--- config.mk ---
export PLATFORM = sky130hd
export DESIGN_NAME = rr_arbiter_flat
export DESIGN_NICKNAME = d
export VERILOG_FILES = /design/src/rtl/rr_arbiter_if.sv /design/src/rtl/rr_arbiter.sv /design/src/flat_wrapper.sv
export SDC_FILE = /design/constraint.sdc
export NUM_CORES = 1
export LEC_CHECK = 0
export BUFFER_PORTS_ARGS = -buffer_cell sky130_fd_sc_hd__buf_2
export CORE_AREA = 2 2 40 60
export CTS_CLUSTER_SIZE = 14
export DETAILED_ROUTE_END_ITERATION = 12
export DIE_AREA = 0 0 42 62
export PLACE_DENSITY_LB_ADDON = 0.05
export SYNTH_ARGS = -nofsm -noshare
export SYNTH_HDL_FRONTEND = slang
export SYNTH_SLANG_ARGS = --single-unit
--- constraint.sdc ---
create_clock -name clk -period 3 [get_ports clk]
set_input_delay 0.9 -clock clk [delete_from_list [all_inputs] [get_ports clk]]
set_output_delay 0.9 -clock clk [all_outputs]
set_load 0.005 [all_outputs]
--- src/rtl/rr_arbiter_if.sv ---
// Handshake bundle between N requesters, the round-robin arbiter and the downstream consumer.
// The arbiter connects through the slave modport; the requester/consumer side uses master.
interface rr_arbiter_if #(
  parameter int N     = 4,
  parameter int IDX_W = (N > 1) ? $clog2(N) : 1,
  parameter int CNT_W = 16
);
  logic [N-1:0]     req_valid;
  logic [N-1:0]     req_last;
  logic [N-1:0]     req_ready;
  logic [N-1:0]     grant;
  logic             out_valid;
  logic [IDX_W-1:0] out_idx;
  logic             out_last;
  logic             out_ready;
  logic             locked;
  logic [CNT_W-1:0] pkt_cnt;

  modport master (
    output req_valid, req_last, out_ready,
    input  req_ready, grant, out_valid, out_idx, out_last, locked, pkt_cnt
  );

  modport slave (
    input  req_valid, req_last, out_ready,
    output req_ready, grant, out_valid, out_idx, out_last, locked, pkt_cnt
  );
endinterface

--- src/rtl/rr_arbiter.sv ---
// Packet-aware round-robin arbiter: N valid/ready streams merged onto one output, no interleaving.
// Optional completed-packet counter enabled by defining RR_ARB_PKT_CNT_EN.
module rr_arbiter #(
  parameter int N     = 4,
  parameter int IDX_W = (N > 1) ? $clog2(N) : 1,
  parameter int CNT_W = 16
) (
  input  logic        clk,
  input  logic        rst,
  rr_arbiter_if.slave bus
);
  typedef enum logic {IDLE, LOCKED} state_t;

  state_t           state_q, state_d;
  logic [IDX_W-1:0] ptr_q, ptr_d;
  logic [IDX_W-1:0] owner_q, owner_d;
  logic [IDX_W-1:0] sel, cur_idx;
  logic [IDX_W:0]   cand;
  logic             found, xfer, out_valid, out_last;
  logic [N-1:0]     grant;

  // Explicit compare so non-power-of-2 N wraps N-1 -> 0.
  function automatic logic [IDX_W-1:0] wrap_inc(input logic [IDX_W-1:0] x);
    return (x == IDX_W'(N - 1)) ? '0 : x + 1'b1;
  endfunction

  always_comb begin
    sel   = '0;
    found = 1'b0;
    cand  = '0;
    for (int k = 0; k < N; k++) begin
      cand = {1'b0, ptr_q} + (IDX_W + 1)'(k);
      if (cand >= (IDX_W + 1)'(N)) cand = cand - (IDX_W + 1)'(N);
      if (!found && bus.req_valid[cand[IDX_W-1:0]]) begin
        sel   = cand[IDX_W-1:0];
        found = 1'b1;
      end
    end
  end

  always_comb begin
    state_d   = state_q;
    ptr_d     = ptr_q;
    owner_d   = owner_q;
    grant     = '0;
    cur_idx   = '0;
    out_valid = 1'b0;
    if (state_q == LOCKED) begin
      // Owner keeps the grant through bubbles until its last beat is accepted.
      cur_idx        = owner_q;
      grant[owner_q] = 1'b1;
      out_valid      = bus.req_valid[owner_q];
    end else if (found) begin
      cur_idx    = sel;
      grant[sel] = 1'b1;
      out_valid  = 1'b1;
    end
    out_last = out_valid & bus.req_last[cur_idx];
    xfer     = out_valid & bus.out_ready;
    if (xfer) begin
      if (out_last) begin
        state_d = IDLE;
        ptr_d   = wrap_inc(cur_idx);
      end else begin
        state_d = LOCKED;
        owner_d = cur_idx;
      end
    end
  end

  always_ff @(posedge clk or posedge rst) begin
    if (rst) begin
      state_q <= IDLE;
      ptr_q   <= '0;
      owner_q <= '0;
    end else begin
      state_q <= state_d;
      ptr_q   <= ptr_d;
      owner_q <= owner_d;
    end
  end

  assign bus.grant     = grant;
  assign bus.out_valid = out_valid;
  assign bus.out_idx   = cur_idx;
  assign bus.out_last  = out_last;
  assign bus.req_ready = grant & {N{bus.out_ready}};
  assign bus.locked    = (state_q == LOCKED);

`ifdef RR_ARB_PKT_CNT_EN
  logic [CNT_W-1:0] pkt_cnt_q, pkt_cnt_d;

  assign pkt_cnt_d = (xfer & out_last) ? pkt_cnt_q + 1'b1 : pkt_cnt_q;

  always_ff @(posedge clk or posedge rst) begin
    if (rst) pkt_cnt_q <= '0;
    else     pkt_cnt_q <= pkt_cnt_d;
  end

  assign bus.pkt_cnt = pkt_cnt_q;
`else
  assign bus.pkt_cnt = '0;
`endif
endmodule

--- src/flat_wrapper.sv ---
// flat-port wrapper written by rule: the top's interface ports become plain ports
module rr_arbiter_flat 
#(
  parameter int N     = 4,
  parameter int IDX_W = (N > 1) ? $clog2(N) : 1,
  parameter int CNT_W = 16
)
  (clk, rst, bus_req_valid, bus_req_last, bus_out_ready, bus_req_ready, bus_grant, bus_out_valid, bus_out_idx, bus_out_last, bus_locked, bus_pkt_cnt);
  rr_arbiter_if #(.N(N), .IDX_W(IDX_W), .CNT_W(CNT_W)) bus_i ();
  input  logic clk;
  input  logic rst;
  input wire logic [$bits(bus_i.req_valid)-1:0] bus_req_valid;
  input wire logic [$bits(bus_i.req_last)-1:0] bus_req_last;
  input wire logic [$bits(bus_i.out_ready)-1:0] bus_out_ready;
  output wire logic [$bits(bus_i.req_ready)-1:0] bus_req_ready;
  output wire logic [$bits(bus_i.grant)-1:0] bus_grant;
  output wire logic [$bits(bus_i.out_valid)-1:0] bus_out_valid;
  output wire logic [$bits(bus_i.out_idx)-1:0] bus_out_idx;
  output wire logic [$bits(bus_i.out_last)-1:0] bus_out_last;
  output wire logic [$bits(bus_i.locked)-1:0] bus_locked;
  output wire logic [$bits(bus_i.pkt_cnt)-1:0] bus_pkt_cnt;
  assign bus_i.req_valid = bus_req_valid;
  assign bus_i.req_last = bus_req_last;
  assign bus_i.out_ready = bus_out_ready;
  assign bus_req_ready = bus_i.req_ready;
  assign bus_grant = bus_i.grant;
  assign bus_out_valid = bus_i.out_valid;
  assign bus_out_idx = bus_i.out_idx;
  assign bus_out_last = bus_i.out_last;
  assign bus_locked = bus_i.locked;
  assign bus_pkt_cnt = bus_i.pkt_cnt;
  rr_arbiter #(.N(N), .IDX_W(IDX_W), .CNT_W(CNT_W)) u_core (.clk(clk), .rst(rst), .bus(bus_i));
endmodule
==> Word-level counts from Yosys, hierarchy flattened <==
Cells that the tools add are included.
W data, S select, Z words.
{ "classes": {"n_addsub": 8, "n_lt_le_gt_ge": 13, "eq_ne": 1, "n_mux": 36, "bitwise": 4, "n_reduce_logical": 10} }
{ "op_table": {"columns": ["op", "count"], "rows": [
  ["$mux W2", 11],
  ["$lt A2 B3 Y1 const B", 7],
  ["$mux W1", 15],
  ["$bmux W1 S2", 6],
  ["$ge A3 B3 Y1 const B", 3],
  ["$mux W4", 2],
  ["$sub A2 B1 Y2 const B", 4],
  ["$add A2 B2 Y3 const B", 2],
  ["$logic_and A1 B1 Y1", 5],
  ["$and A4 B4 Y4", 1],
  ["$demux W1 S2", 2],
  ["$ge A2 B1 Y1 const B", 2],
  ["$reduce_and A2 Y1", 2],
  ["$add A2 B1 Y3 const B", 1],
  ["$ge A2 B3 Y1 const B", 1],
  ["$logic_not A1 Y1", 3],
  ["$add A2 B1 Y2 const B", 1],
  ["$and A1 B1 Y1", 2],
  ["$eq A2 B2 Y1 const B", 1],
  ["$not A1 Y1", 1]
]} }
{ "word_totals": {"ff_bits": 5, "in_bits": 11, "out_inout_bits": 29, "word_cells": 75} }

==> Longest topological paths before layout <==
Gate-level depths: netlist (run 1).
{ "depth": {"depth_word": 21, "mapped_depth": 6, "ltp_nobuf": 6} }

==> Worst setup path before layout (run 1) <==
No wires, ideal clock.
{ "synth_timing": {"kind": "input -> output", "start": "input port bus_req_valid[1]", "end": "output port bus_out_last", "t_arrival_ns": 2.178, "slack_ns": -0.078, "path_stages": 6, "cell_sequence": "or4_4 -> o211ai_2 -> o31ai_4 -> mux2_4 -> mux2i_1 -> nor2b_1"} }
{ "synth_via": {"elab_chain_cells": 17, "word_cells_on_any_way": 31} }
{ "synth_lines": {"columns": ["item", "line", "rtl"], "rows": [
  ["start, declared", "flat_wrapper.sv:12", "input wire logic [$bits(bus_i.req_valid)-1:0] bus_req_valid;"],
  ["$bmux W1 S2", "rr_arbiter.sv:34", "if (!found && bus.req_valid[cand[IDX_W-1:0]]) begin"],
  ["$mux W1 (implied by the code)", "rr_arbiter.sv:34", null],
  ["$mux W1", "rr_arbiter.sv:34", null],
  ["$logic_not A1 Y1", "rr_arbiter.sv:34", null],
  ["$logic_and A1 B1 Y1", "rr_arbiter.sv:34", null],
  ["$mux W1", "rr_arbiter.sv:34", null],
  ["$logic_not A1 Y1", "rr_arbiter.sv:34", null],
  ["$logic_and A1 B1 Y1", "rr_arbiter.sv:34", null],
  ["(+2 left out)", null, null],
  ["$logic_and A1 B1 Y1", "rr_arbiter.sv:34", null],
  ["$mux W2 or $mux W1 (tied branches)", "rr_arbiter.sv:34", null],
  ["$mux W2 *", "rr_arbiter.sv:53", "end else if (found) begin"],
  ["$mux W2 *", "rr_arbiter.sv:48", "if (state_q == LOCKED) begin"],
  ["net bus_out_idx[0]", "flat_wrapper.sv:18", "output wire logic [$bits(bus_i.out_idx)-1:0] bus_out_idx;"],
  ["$bmux W1 S2 *", "rr_arbiter.sv:58", "out_last = out_valid & bus.req_last[cur_idx];"],
  ["$mux W1 (implied by the code) *", "rr_arbiter.sv:58", null],
  ["$and A1 B1 Y1 *", "rr_arbiter.sv:58", null],
  ["end, declared", "flat_wrapper.sv:19", "output wire logic [$bits(bus_i.out_last)-1:0] bus_out_last;"]
]} }
The timed path passes the listed nets; every way through them passes the cells marked *. The select of a mux whose other input is x is not followed.

==> Worst setup path in the final report (run 1) <==
{ "layout_timing": {"start": "input port bus_req_valid[3]", "end": "output port bus_out_last"} }
{ "layout_via": {"elab_chain_cells": 17, "word_cells_on_any_way": 31} }
{ "layout_lines": {"columns": ["item", "line"], "rows": [
  ["$bmux W1 S2", "rr_arbiter.sv:34"],
  ["$mux W1 (implied by the code)", "rr_arbiter.sv:34"],
  ["$mux W1", "rr_arbiter.sv:34"],
  ["$logic_not A1 Y1", "rr_arbiter.sv:34"],
  ["$logic_and A1 B1 Y1", "rr_arbiter.sv:34"],
  ["$mux W1", "rr_arbiter.sv:34"],
  ["$logic_not A1 Y1", "rr_arbiter.sv:34"],
  ["$logic_and A1 B1 Y1", "rr_arbiter.sv:34"],
  ["$mux W1", "rr_arbiter.sv:34"],
  ["$logic_not A1 Y1", "rr_arbiter.sv:34"],
  ["$logic_and A1 B1 Y1", "rr_arbiter.sv:34"],
  ["$mux W2 or $mux W1 (tied branches)", "rr_arbiter.sv:34"],
  ["$mux W2", "rr_arbiter.sv:53"],
  ["$mux W2", "rr_arbiter.sv:48"],
  ["$bmux W1 S2", "rr_arbiter.sv:58"],
  ["$mux W1 (implied by the code)", "rr_arbiter.sv:58"],
  ["$and A1 B1 Y1 *", "rr_arbiter.sv:58"]
]} }
Mark *: on every way between the ends. The rest lies on a longest branch, timed or not. The select of a mux whose other input is x is not followed.

==> impl_metrics.env, run 1 <==
export IMPL_synthCells=80
export IMPL_drt_met1_wl_um=674
export IMPL_netlist_area_leader_share=0.176
export IMPL_drt_first_pass_iters=4
export IMPL_cts_buffer_depth=2
export IMPL_crit_fanout=4
export IMPL_ys_seq_elements=5
export IMPL_ys_top_cells_by_area="dfrtp_1 (18%), buf_4 (17%), mux2_4 (8.5%)"
export IMPL_dr_wl_met3_um=83
export IMPL_first_iter_violations=12
export IMPL_post_route_period_util=1.10
export IMPL_yosys_area_top_type="dfrtp_1"
export IMPL_min_path_type="primary input to async pin"
export IMPL_hold_viol=0
export IMPL_ant_nets=0
export IMPL_startpoint_type="primary input"
export IMPL_arrival_ns=2.40
export IMPL_root_buffer="clkbuf_4"
export IMPL_die_w_um=42
export IMPL_finalInstanceArea_um2=1040
export IMPL_post_route_min_period_ns=3.30
export IMPL_diodes=0
export IMPL_synth_yosys_seq_area_share=0.176
export IMPL_syn2layout_area_growth_pct=47.1
export IMPL_slew_viol_final=0
export IMPL_dr_wl_met2_um=1090
export IMPL_drt_vias_per_instance=4.73
export IMPL_rsz0062_at_grt="true"
export IMPL_status="complete, but fails checks"
export IMPL_violations="setup timing"
export IMPL_synthDistinctLibCells=32
export IMPL_endpoint_kind="output pin"
export IMPL_dp_cells=141
export IMPL_grt_pass1_vias=649
export IMPL_cts_tree="built"
export IMPL_grt_max_degree=8
export IMPL_cts_buffers=3
export IMPL_drc=0
export IMPL_layout_common_cells="buf_4 (23), buf_2 (20), conb_1 (16)"
export IMPL_hpwl_um=1460
export IMPL_start_util=0.333
export IMPL_rows=21
export IMPL_fin_tns_setup_ns=-1.65
export IMPL_r2r_slack_ns=0.61
export IMPL_final_common_cell="buf_4"
export IMPL_routedWlPerCell_um=12.1
export IMPL_io_buffers=23
export IMPL_fp_dieH_um=62
export IMPL_highest_layer="met3"
export IMPL_finalClockSkew_ns=0.00313
export IMPL_worst_slack_ns=-0.297
export IMPL_fin_cells=152
export IMPL_gp_congestion=0.705
export IMPL_fin_nets=141
export IMPL_synth_warnings=0
export IMPL_leakage_nw=0.575
export IMPL_clk_pin_slew_worst_paths_ns=0.04
export IMPL_maxCapViolCount=0
export IMPL_setup_viol_count_final=12
export IMPL_dpl_cell_area_um2=910
export IMPL_grt_pass1_wl_um=2660
export IMPL_ir_worst_vdd_mv=0.389
export IMPL_criticalPathCategory="primary input to output pin"
export IMPL_power_density_nw_per_um2=935
export IMPL_fp_coreArea_um2=2130
export IMPL_required_ns=2.10
export IMPL_design_die_area_um2=2600
export IMPL_grt_antenna_before_repair=0
export IMPL_dr_total_vias=719
export IMPL_ioPinCount=40
export IMPL_gr_total_overflow=0
export IMPL_worst_skew_pair_late_latency_ns=0.24
export IMPL_synthesis_area_um2=709
export IMPL_drive_gt1_frac=0.543
export IMPL_drt_wl_total_um=1850
export IMPL_timing_fmax_mhz=303
export IMPL_clock_sinks=5
export IMPL_avgSynthCellArea_um2=8.87
export IMPL_grt_usage=0.135
export IMPL_cts_htree_levels=1
==> final cells by class <==
| type | instances | area [µm²] |
|---|---|---|
| fillers | 223 | 1080 |
| flip-flops and latches | 5 | 125 |
| clock buffers | 4 | 26.3 |
| repair buffers | 46 | 307 |
| well taps | 23 | 28.8 |
| multi-input cells | 69 | 538 |
| inverters | 5 | 18.8 |
==> synth_stat cells (all sizes together) <==
cell type	count
a21bo	1
a21boi	1
a21oi	3
a221oi	1
a22oi	1
a32o	1
and2	5
and2b	1
buf	16
conb	1
dfrtp	5
inv	5
mux2	5
mux2i	3
mux4	1
nand2	6
nand2b	3
nand3	1
nor2	4
nor2b	2
nor3	1
o211ai	1
o21ai	3
o21bai	1
o22ai	2
o31ai	2
o32ai	2
or2	1
or4	1
==> critical path: stages <==
cell,delay [ns]
buf_6,0.09
or4_4,0.53
o211ai_2,0.11
o31ai_4,0.11
mux2_4,0.32
mux2i_1,0.16
nor2b_1,0.06
buf_2,0.12
==> kinds of logic (layout without fill, tap and decap cells) <==
group                  after synthesis  count (layout)  share of synthesized area
AND/OR/NAND/NOR                     25              25                      0.201
buffers and inverters               21              55                      0.196
AO/OA/AOI/OAI                       19              19                      0.242
multiplexers                         9               9                      0.180
flip-flops                           5               5                      0.176
other                                1              16                    0.00529
==> layer usage <==
layer,vias up,GRT usage
li1,352,-
met1,345,0.130
met2,22,0.281
met3,0,0.0202
met4,0,0.0599
met5,-,0
==> state kept, by name (all words and copies together) (netlist names) <==
name / flops
u_core.ptr_q: 2
u_core.bus.locked: 1
u_core.owner_q: 2
==> timing repair <==
| item | 4_1_cts | 5_1_grt |
|---|---|---|
| endpoints found under the setup margin | 10 | 11 |
| setup buffers | 4 | 3 |
| pin swaps | 5 | 3 |
| hold buffers | 0 | 0 |
| resized for setup | 10 | 1 |
==> path summary, 6_finish.rpt <==
kind | startpoint | end | cells after the start
worst max-delay path | bus_req_valid[3] | bus_out_last | 8
worst min-delay path | rst | u_core.ptr_q[0]$_DFFE_PP0P_ | 2
worst max register to register | u_core.owner_q[1]$_DFFE_PP0P_ | u_core.ptr_q[1]$_DFFE_PP0P_ | 7
worst min register to register | u_core.ptr_q[1]$_DFFE_PP0P_ | u_core.ptr_q[1]$_DFFE_PP0P_ | 1
max in group asynchronous | rst | u_core.ptr_q[1]$_DFFE_PP0P_ | 2
min in group clk | u_core.ptr_q[1]$_DFFE_PP0P_ | u_core.ptr_q[1]$_DFFE_PP0P_ | 1
==> per-stage QoR <==
step	power, mW	util	worst slack, ns	hold slack, ns
after detailed placement	0.790	0.427	-0.304	0.612
after global placement	0.789	0.427	-0.286	0.623
after floorplan	0.538	-	-0.0780	0.558
final	0.976	0.490	-0.297	0.541
after global routing	1.05	0.490	-0.326	0.548
after CTS	0.943	0.477	-0.290	0.540
==> power by group <==
part           switching, mW  internal (mW)  total (mW)
Combinational          0.318          0.425       0.743
Clock                 0.0266         0.0502      0.0768
Sequential            0.0563         0.0997       0.156
Total                  0.401          0.575       0.976
No activity file was read; power rests on OpenSTA's default activity.
==> run 2: changes to the inputs <==
Clock period 3 ns to 3.2 ns, I/O delays scaled along.
==> run 2 against run 1 <==
Compared with the run above: the run still ends with setup timing left; non-clock buffer count decreased by 9; combinational power fell by 18%; via count is 8.9% lower; critical path depth stayed put; cell area down 7.3%; critical path type unchanged; critical endpoint unchanged.
==> impl_metrics.env, run 2 (synthesis results as in run 1) <==
export IMPL_status="complete, but fails checks"
export IMPL_violations="setup timing"
export IMPL_final_common_cell="buf_2"
export IMPL_cts_buffers=3
export IMPL_startpoint_type="primary input"
export IMPL_worst_skew_pair_late_latency_ns=0.24
export IMPL_crit_buf_inv=2
export IMPL_grt_pass1_wl_um=2650
export IMPL_arrival_ns=2.42
export IMPL_layout_common_cells="buf_2 (20), conb_1 (16), buf_4 (14)"
export IMPL_required_ns=2.24
export IMPL_post_route_min_period_ns=3.38
export IMPL_r2r_start="u_core.owner_q[1]$_DFFE_PP0P_"
export IMPL_pre_cts_ws_ns=-0.220
export IMPL_dp_cells=138
export IMPL_criticalPathCategory="primary input to output pin"
export IMPL_netSwitchingPower_mw=0.353
export IMPL_min_path_type="primary input to async pin"
export IMPL_fin_tns_setup_ns=-0.488
export IMPL_multi_input_area_um2=529
export IMPL_ant_nets=0
export IMPL_grt_pass1_vias=643
export IMPL_gp_congestion=0.676
export IMPL_power_density_nw_per_um2=854
export IMPL_fin_nets=132
export IMPL_endpoint_kind="output pin"
export IMPL_cts_tree="built"
export IMPL_finalClockSkew_ns=0.00251
export IMPL_power_mw=0.826
export IMPL_n_fill_cell=216
export IMPL_whs_ns=0.604
export IMPL_slew_viol_final=0
export IMPL_drt_wl_total_um=1650
export IMPL_routedWlPerCell_um=11.5
export IMPL_seqPwrFrac=0.179
export IMPL_finalInstanceArea_um2=967
export IMPL_cp_num_cells=8
export IMPL_hpwl_um=1420
export IMPL_leakage_nw=0.521
export IMPL_fp_dieH_um=62
export IMPL_comb_power_share=0.736
export IMPL_maxCapViolCount=0
export IMPL_clk_pin_slew_worst_paths_ns=0.04
export IMPL_grt_usage=0.134
export IMPL_drc=0
export IMPL_timing_fmax_mhz=296
export IMPL_crit_slowest_cell="or4_4"
export IMPL_design_die_area_um2=2600
export IMPL_register_area_um2=125
export IMPL_start_util=0.333
export IMPL_cp_cell_sequence="buf_6, or4_4, o211ai_4, o31ai_4, mux2_4, mux2i_1, nor2b_1, buf_2"
export IMPL_diodes=0
export IMPL_rows=21
export IMPL_first_iter_violations=4
export IMPL_rsz0062_at_grt="true"
export IMPL_drive_gt1_frac=0.467
export IMPL_syn2layout_area_growth_pct=36.3
export IMPL_post_route_period_util=1.06
export IMPL_gr_total_overflow=0
export IMPL_r2r_end="u_core.ptr_q[1]$_DFFE_PP0P_"
export IMPL_dpl_cell_area_um2=887
export IMPL_dr_total_vias=655
export IMPL_io_buffers=23
export IMPL_reg2regPathDepth=6
export IMPL_grt_antenna_before_repair=0
export IMPL_fin_cells=143
export IMPL_ir_worst_vdd_mv=0.400
export IMPL_clkPwrFrac=0.085
export IMPL_drt_vias_per_instance=4.58
export IMPL_clock_sinks=5
export IMPL_hold_viol=0
export IMPL_switching_share=0.427
export IMPL_die_w_um=42
export IMPL_p_int_mw=0.473
export IMPL_worst_slack_ns=-0.184
export IMPL_root_buffer="clkbuf_4"
export IMPL_cts_buffer_depth=2
export IMPL_cts_htree_levels=1
export IMPL_ioPinCount=40
export IMPL_r2r_slack_ns=0.91
export IMPL_setup_viol_count_final=5
export IMPL_grt_max_degree=8
export IMPL_drt_first_pass_iters=4
export IMPL_crit_family="simple AND/OR/NAND/NOR gates"
export IMPL_utilization=0.454
export IMPL_max_stage_delay_ns=0.55
export IMPL_fp_coreArea_um2=2130
export IMPL_crit_fanout=3
run 2: changes by cell type in the layout (fill, tap and decap cells not counted), sizes merged:
cell  previous run  this run
buf             46        37
run 2: metal layers:
metal / routed length [µm] / vias to the layer above / global-route usage
li1: - / 334 / -
met1: 625 / 306 / 0.134
met2: 961 / 15 / 0.283
met3: 63 / 0 / 0.0116
met4: 0 / 0 / 0.0553
met5: 0 / - / 0
run 2: final cells by class:
class	instances	share of cell area
Inverter	5	0.0194
Timing Repair Buffer	37	0.247
Tap cell	23	0.0298
Multi-Input combinational cell	69	0.547
Sequential cell	5	0.129
Clock buffer	4	0.0272
run 2: how the worst max path moves through the flow:
stage,start,to,slack (ns)
finish,bus_req_valid[1],bus_out_last,-0.18
global route,bus_req_valid[1],bus_out_last,-0.24
CTS,bus_req_valid[3],bus_out_last,-0.21
detailed placement,bus_req_valid[1],bus_out_last,-0.22
global placement,bus_req_valid[1],bus_out_last,-0.20
floorplan,bus_req_valid[1],bus_out_last,0.002
run 2: power groups by stage:
stage	combinational (mW)	sequential [mW]	clock [mW]
6_report	0.608	0.148	0.0701
5_1_grt	0.669	0.154	0.0792
4_1_cts	0.594	0.147	0.0733
3_5_place_dp	0.573	0.146	0
3_3_place_gp	0.575	0.145	0
2_1_floorplan	0.375	0.129	0
run 2: what timing repair did:
action	4_1_cts	5_1_grt
pin swaps	2	3
endpoints found under the setup margin	5	9
gates resized for setup	4	4
hold buffers	0	0
buffers inserted	1	0
==> run 3: changes to the inputs <==
--- a/config.mk
+++ b/config.mk
@@ -6,10 +6,12 @@
 export NUM_CORES = 1
 export LEC_CHECK = 0
+export ABC_AREA = 1
 export BUFFER_PORTS_ARGS = -buffer_cell sky130_fd_sc_hd__buf_2
-export CORE_AREA = 2 2 40 60
+export CORE_AREA = 2 2 45 67
 export CTS_CLUSTER_SIZE = 14
 export DETAILED_ROUTE_END_ITERATION = 12
-export DIE_AREA = 0 0 42 62
+export DIE_AREA = 0 0 47 69
 export PLACE_DENSITY_LB_ADDON = 0.05
+export SKIP_LAST_GASP = 1
 export SYNTH_ARGS = -nofsm -noshare
 export SYNTH_HDL_FRONTEND = slang
==> constraint.sdc (replaced) <==
create_clock -name clk -period 3.2 [get_ports clk]
set_input_delay 0.96 -clock clk [delete_from_list [all_inputs] [get_ports clk]]
set_output_delay 0.96 -clock clk [all_outputs]
set_load 0.02 [all_outputs]
==> run 3 against run 2 <==
Compared with the run above: the flow still finishes with violations (setup timing); clock-buffer cell count stayed put; maximum frequency is 2.5% higher; via count is 68% higher; total power is 140% higher; setup slack better by 0.083 ns; sequential power is 6% lower; register-to-register slack hardly changed; highest routed layer is now met4.
==> impl_metrics.env, run 3 <==
export IMPL_yosys_area_top_type="nand2_1"
export IMPL_arrival_ns=2.34
export IMPL_synthesis_area_um2=913
export IMPL_routedWlPerCell_um=11.6
export IMPL_violations="setup timing"
export IMPL_power_density_nw_per_um2=1340
export IMPL_worst_slack_ns=-0.101
export IMPL_cp_cell_sequence="buf_8, inv_6, nand2_4, nand3_4, nand2_4, nor2_4, nand3_2, nand3_2, nand2_1, nand2_1, nand2_4, nand3_2, nand2_2, nor2_2, buf_6"
export IMPL_synth_yosys_seq_area_share=0.137
export IMPL_die_w_um=47
export IMPL_ir_worst_vdd_mv=0.875
export IMPL_clkPwrFrac=0.058
export IMPL_grt_pass1_vias=1110
export IMPL_drt_first_pass_iters=4
export IMPL_yosysMostFrequentCell="nand2_1"
export IMPL_min_path_type="flop to flop"
export IMPL_min_path_cells=2
export IMPL_synthDistinctLibCells=21
export IMPL_postCtsHoldBufs=0
export IMPL_post_route_period_util=1.03
export IMPL_dr_total_vias=1098
export IMPL_ys_async_sr_fraction=1.00
export IMPL_comb_power_share=0.872
export IMPL_synth_edf_count=0
export IMPL_drt_wl_total_um=2860
export IMPL_yosys_area_share_adder=0
export IMPL_avgSynthCellArea_um2=5.78
export IMPL_io_buffers=23
export IMPL_utilization=0.561
export IMPL_yosys_top_cells_count="nand2_1 (45), nand3_1 (22), inv_1 (19), buf_4 (16), nand2_2 (16)"
export IMPL_whs_ns=0.530
export IMPL_maxCapViolCount=0
export IMPL_worst_skew_pair_late_latency_ns=0.22
export IMPL_required_ns=2.24
export IMPL_post_route_min_period_ns=3.30
export IMPL_n_fill_cell=282
export IMPL_setup_viol_count_final=10
export IMPL_netlist_area_leader_share=0.185
export IMPL_hold_viol=0
export IMPL_rsz0062_at_grt="true"
export IMPL_slew_viol_final=0
export IMPL_max_stage_delay_ns=0.14
export IMPL_synthFlopType="dfrtp_1"
export IMPL_design_die_area_um2=3240
export IMPL_cp_num_cells=15
export IMPL_cts_buffers=3
export IMPL_syn2layout_area_growth_pct=62.6
export IMPL_ys_seq_elements=5
export IMPL_grt_pass1_wl_um=4400
export IMPL_synthCells=158
export IMPL_p_int_mw=0.919
export IMPL_netSwitchingPower_mw=1.08
export IMPL_yosys_area_share_xor_xnor=0
export IMPL_status="complete, but fails checks"
export IMPL_clock_sinks=5
export IMPL_grt_antenna_before_repair=0
export IMPL_fin_nets=222
export IMPL_crit_family="simple AND/OR/NAND/NOR gates"
export IMPL_gr_total_overflow=0
export IMPL_hpwl_um=2080
export IMPL_fin_tns_setup_ns=-0.485
export IMPL_rows=23
export IMPL_fp_coreArea_um2=2650
export IMPL_crit_buf_inv=3
export IMPL_cts_tree="built"
export IMPL_layout_common_cells="nand2_1 (32), buf_4 (27), nand2_2 (24), nand3_1 (16), conb_1 (16)"
export IMPL_first_iter_violations=13
export IMPL_synth_mux_area_frac=0
export IMPL_ioPinCount=40
export IMPL_finalClockSkew_ns=0.00148
export IMPL_drc=0
export IMPL_fp_dieH_um=69
export IMPL_gp_congestion=0.860
export IMPL_endpoint_kind="output pin"
export IMPL_seqPwrFrac=0.070
export IMPL_synthSimpleGateAreaFrac=0.555
export IMPL_synth_top_family_by_area="simple AND/OR/NAND/NOR gates"
export IMPL_cts_buffer_depth=2
export IMPL_ys_top_cells_by_area="nand2_1 (18%), dfrtp_1 (14%), buf_4 (13%)"
export IMPL_ant_nets=0
export IMPL_grt_usage=0.178
export IMPL_cts_htree_levels=1
export IMPL_power_mw=1.99
export IMPL_synth_warnings=0
export IMPL_crit_slowest_cell="nor2_4"
export IMPL_grt_max_degree=9
export IMPL_switching_share=0.539
export IMPL_clk_pin_slew_worst_paths_ns=0.03
export IMPL_drive_gt1_frac=0.538
export IMPL_reg2regPathDepth=17
export IMPL_synth_compound_area_frac=0.0658
export IMPL_diodes=0
export IMPL_drt_vias_per_instance=4.45
export IMPL_final_common_cell="nand2_1"
export IMPL_start_util=0.345
export IMPL_crit_fanout=5
export IMPL_leakage_nw=0.827
export IMPL_criticalPathCategory="primary input to output pin"
export IMPL_root_buffer="clkbuf_8"
export IMPL_timing_fmax_mhz=303
export IMPL_startpoint_type="primary input"
==> run 3: stage by stage <==
| step | instances | area, µm² | setup slack [ns] |
|---|---|---|---|
| after floorplan | 173 | 977 | -0.00474 |
| after detailed placement | 233 | 1130 | -0.194 |
| final | 247 | 1490 | -0.101 |
| after global placement | 233 | 1130 | -0.191 |
| after global routing | 247 | 1490 | -0.229 |
| after CTS | 244 | 1340 | -0.102 |
==> run 3: path summary, 6_finish.rpt <==
kind | from | endpoint | slack, ns
worst max-delay path | bus_req_valid[2] | bus_out_last | -0.10
worst min-delay path | u_core.owner_q[1]$_DFFE_PP0P_ | u_core.owner_q[1]$_DFFE_PP0P_ | 0.53
worst max register to register | u_core.ptr_q[1]$_DFFE_PP0P_ | u_core.bus.locked$_DFFE_PP0N_ | 0.92
worst min register to register | u_core.owner_q[1]$_DFFE_PP0P_ | u_core.owner_q[1]$_DFFE_PP0P_ | 0.53
max in group asynchronous | rst | u_core.owner_q[1]$_DFFE_PP0P_ | 2.41
min in group asynchronous | rst | u_core.owner_q[0]$_DFFE_PP0P_ | 0.62
==> run 3: layer usage <==
layer / part of all wire / track usage / vias up / wire, µm
met5: 0 / 0 / - / 0
met4: 0.027 / 0.0710 / 0 / 76
met3: 0.027 / 0.0157 / 6 / 77
met2: 0.62 / 0.329 / 26 / 1780
met1: 0.32 / 0.188 / 498 / 926
li1: - / - / 568 / -
==> run 3: cell type report <==
class / count / area [µm²] / area share
clock buffers: 4 / 45.0 / 0.0303
inverters: 23 / 101 / 0.0682
multi-input cells: 128 / 771 / 0.519
flip-flops and latches: 5 / 125 / 0.0842
well taps: 37 / 46.3 / 0.0312
repair buffers: 50 / 397 / 0.267
==> run 3: power by group through the flow <==
stage                     clock network [mW]  registers [mW]  logic [mW]
final                                  0.116           0.139        1.74
after CTS                              0.119           0.137        1.54
after global routing                   0.128           0.145        1.89
after detailed placement                   0           0.137        1.31
after floorplan                            0           0.135       0.885
after global placement                     0           0.138        1.32
==> run 3: kinds of logic after synthesis <==
| logic type | after synthesis |
|---|---|
| flops | 5 |
| simple gates | 101 |
| buf+inv | 40 |
| compound gates | 11 |
| other cells | 1 |
==> run 3: timing repair <==
action                                  4_1_cts  5_1_grt
setup buffers                                 7        3
pin swaps                                    21       19
endpoints found under the setup margin       11       12
gates resized for setup                      36       31
==> run 3: worst reg2reg max path: cells and delay by family, from the launching register on <==
family | cells | cell delay [ns]
buf+inv | 3 | 0.42
flops | 1 | 0.49
compound gates | 1 | 0.10
simple gates | 13 | 1.13
